## config.mk

```make
export PLATFORM = sky130hd
export DESIGN_NAME = sysid_checker_timeout
export DESIGN_NICKNAME = d
export VERILOG_FILES = /design/src/rtl/sysid_checker_pkg.sv /design/src/rtl/sysid_checker_timeout.sv
export SDC_FILE = /design/constraint.sdc
export NUM_CORES = 1
export LEC_CHECK = 0
export BUFFER_PORTS_ARGS = -buffer_cell sky130_fd_sc_hd__buf_4
export CORE_MARGIN = 2
export CORE_UTILIZATION = 56
export DETAILED_ROUTE_END_ITERATION = 8
export GPL_TIMING_DRIVEN = 0
export HOLD_SLACK_MARGIN = 0.06
export PLACE_DENSITY = 0.75
export SKIP_CTS_REPAIR_TIMING = 1
export SLEW_MARGIN = 10
export SYNTH_ARGS = -nofsm -noshare
export SYNTH_HDL_FRONTEND = slang
export SYNTH_SLANG_ARGS = --single-unit
export TNS_END_PERCENT = 20
```

## constraint.sdc

```tcl
create_clock -name clock -period 1.9 [get_ports clock]
set_input_delay 0.095 -clock clock [delete_from_list [all_inputs] [get_ports clock]]
set_output_delay 0.095 -clock clock [all_outputs]
set_load 0.005 [all_outputs]
```

## src/rtl/sysid_checker_pkg.sv

```systemverilog
// Shared types and constants for the system ID / timestamp checker.
package sysid_checker_pkg;

  // Width of the Avalon-MM read data and of the captured words.
  localparam int unsigned DataWidth = 32;

  // Width of the per-read timeout counter.
  localparam int unsigned CntWidth = 16;

  // Word addresses of the two registers read by the check.
  localparam logic ADDR_ID = 1'b0;
  localparam logic ADDR_TS = 1'b1;

  // Check sequence: one read phase and one wait-for-data phase per word.
  typedef enum logic [2:0] {
    StIdle,
    StRdId,
    StWtId,
    StRdTs,
    StWtTs,
    StFin
  } state_e;

endpackage

```

## src/rtl/sysid_checker_timeout.sv

```systemverilog
// Per-read timeout counter. Cleared when a read phase is entered, counts every cycle a read is
// pending or awaiting data, and flags expiry on the cycle the count would reach Limit.
module sysid_checker_timeout
  import sysid_checker_pkg::*;
#(
  parameter int unsigned Limit = 255
) (
  input  logic clock,
  input  logic reset,
  input  logic clr,
  input  logic inc,
  output logic expired
);

  logic [CntWidth-1:0] count_q;

  // Count cycles spent in the current read; restart from zero on each new read.
  always_ff @(posedge clock) begin
    if (reset) begin
      count_q <= '0;
    end else if (clr) begin
      count_q <= '0;
    end else if (inc) begin
      count_q <= count_q + CntWidth'(1);
    end
  end

  // Fires one cycle early so the abort edge coincides with the count reaching Limit.
  assign expired = inc && (count_q == CntWidth'(Limit - 1));

endmodule

```

==> impl_metrics.toml <==
[run_status]
status = "complete, no violations"

[timing]
fin_skew_ns = 0.0005165
rsz0062_at_grt = "no"
timing.final.max_slew_violations = 0
relSlewSlack = 0.7300
fin_crit_sh = 0.8240
setup_tns_ns = 0
hold_violations = 0
worst_pin_slew_ns = 0.4049
finalCriticalPeriod_ns = 1.566
setup_viol = 0
fmax_mhz = 638.7

[cells_and_area]
largest_reg_flops = 16
final_common_cell = "dfxtp_1"
register_area_um2 = 320.3
final_core_util = 0.6548
n_antenna_cell = 0
nNetsFinal = 102
syn_to_final_growth_pct = 10.85
fillCellCount = 118
final_cell_mix = "dfxtp_1 (16), nor2_1 (13), nand2_1 (8), xor2_1 (8), nand3_1 (5)"
multi_input_area_um2 = 401.6
regMostFlops = "count_q"
layout-drive-gt1-share = 0.1170
largestRegisters = "count_q (16)"

[detailed_routing]
wl_per_cell_um = 11.46
drc = 0
route.met2.wl_um = 549
via_count = 597
drt_iter0_drc = 8
ant_nets = 0
wl_met1_um = 646
routed_wl_um = 1249
maxUsedRoutingLayer = "met4"
drt_first_pass_iters = 4
met3_length_um = 40
vias_per_cell = 5.477

[floorplan]
ios = 5
dieArea_um2 = 1647
core-area_um2 = 1269
die_x_um = 40.59
rows = 13
start_util = 0.5907
die_h_um = 40.59

[logic_synthesis]
synth-xor-area-share = 0.1169
synth_adder_area_share = 0.03339
ys.flop_type = "dfxtp_1"
synthArstFlopShare = 0
ys_seq_elements = 16
syn-instance-count = 86
yosysSeqAreaShare = 0.4274
syn_nets = 92
synth-compound-area-share = 0.07346
synthSimpleGateAreaFrac = 0.3122
synthMuxAreaShare = 0
synthDistinctLibCells = 25
synth-edff-count = 0
netlist_area_um2 = 749.5
synth_top_family_by_area = "simple AND/OR/NAND/NOR gates"
avgSynthCellArea_um2 = 8.715
yosys_warnings = 0

[setup_path]
reg2reg_slack_ns = 0.35
r2r_end = "count_q[10]"
cpPeakStageDelay_ns = 0.35
reg2reg_depth = 5
required_ns = 1.80
endpoint = "expired"
crit_fanout = 4
cp-end-kind = "output pin"
crit_slowest_cell = "dfxtp_1"
crit_chain = "inv_1 -> ha_1 -> nor4b_1 -> nand4_1 -> nor3_1 -> buf_4"
crit_family = "simple AND/OR/NAND/NOR gates"
cp_num_buf_inv = 2
crit_path_start_kind = "flip-flop"
crit_arrival_ns = 1.47
crit_type = "reg2out"
r2r-start = "count_q[0]"
cp.depth = 6
worstSetupStartpoint = "count_q[0]"

[global_route]
grt_pass1_wl_um = 1966
grt_pass1_vias = 508
grt_antenna_before_repair = 0
gr-usage-all-layers = 0.1826
grt_max_degree = 11
gr-total-overflow = 0

[placed_design]
gp_congestion = 0.7266
hpwlAfterDp_um = 894.3
io_buffers = 4

[clocking]
cts_tree = "done"
cts-root-buf = "clkbuf_4"
cts_sinks = 16
cts_buffers = 3
clock_latency_ns = 0.28
htree_num_levels = 1
clk_pin_slew_worst_paths_ns = 0.08
clockBufferDepth = 2

[min_path]
hp-class = "in2reg"

[power]
p_leak_nw = 0.3134
ir_drop_v = 0.0004004
p_per_area_nw_per_um2 = 640.5

[flow_run]
cap_violations = 0
[how the worst min path moves through the flow]
stage / startpoint / endpoint / slack (ns) / cells past startpoint
finish: reset / count_q[11] / 0.09 / 4
CTS: inc / count_q[1] / 0.04 / 2
detailed placement: inc / count_q[1] / 0.34 / 2
floorplan: inc / count_q[1] / 0.19 / 1
global route: reset / count_q[11] / 0.10 / 4
global placement: inc / count_q[1] / 0.33 / 2
[routing by layer]
| metal | GRT usage | vias up |
|---|---|---|
| met3 | 0.05000 | 4 |
| met4 | 0.07500 | 0 |
| met5 | 0 | - |
| met1 | 0.2267 | 266 |
| met2 | 0.2937 | 9 |
| li1 | - | 318 |
[tightest hold or removal path: cells and delay by family]
family / cells / cell delay [ns]
AO/OA/AOI/OAI: 1 / 0.07
AND/OR/NAND/NOR: 2 / 0.09
buffers and inverters: 1 / 0.08
[power breakdown]
part           switching (mW)  internal [mW]  total (mW)
logic                  0.0113         0.0109      0.0223
clock network          0.0973         0.0735       0.171
registers             0.00204          0.337       0.339
[through the flow]
| stage | std cells | power [mW] | instance area, um^2 | hold slack (ns) | setup WS, ns |
|---|---|---|---|---|---|
| floorplan | 86 | 0.3582 | 749.5 | 0.1896 | 0.4760 |
| global placement | 105 | 0.3675 | 798.3 | 0.3321 | 0.3536 |
| detailed placement | 105 | 0.3681 | 798.3 | 0.3406 | 0.3603 |
| CTS | 108 | 0.5343 | 820.8 | 0.03574 | 0.2949 |
| global route | 109 | 0.5531 | 830.8 | 0.1044 | 0.1565 |
| finish | 109 | 0.5321 | 830.8 | 0.09041 | 0.3344 |
[layout make-up]
class / count / share of cell area
buffer: 4 / 0.02861
sequential: 16 / 0.3855
clock buffer: 3 / 0.02711
timing repair buffer: 5 / 0.04819
inverter: 1 / 0.004518
tap: 15 / 0.02259
multi-input combinational: 65 / 0.4834
[synthesized netlist by cell type (3+ instances only)]
library cell	n	area, um^2
nand3_1	5	25.02
and4_1	3	26.28
nor2_1	13	48.80
or4_1	3	22.52
dfxtp_1	16	320.3
xor2_1	8	70.07
nand2_1	8	30.03
a21oi_1	3	15.01
nand4_1	4	25.02
or3_1	3	18.77
[cells by family after synthesis]
logic type	Yosys count
compound gates	9
buf+inv	5
flops	16
xor+xnor	10
fa+ha+maj	2
simple gates	44
No activity file was read; power rests on OpenSTA's default activity.
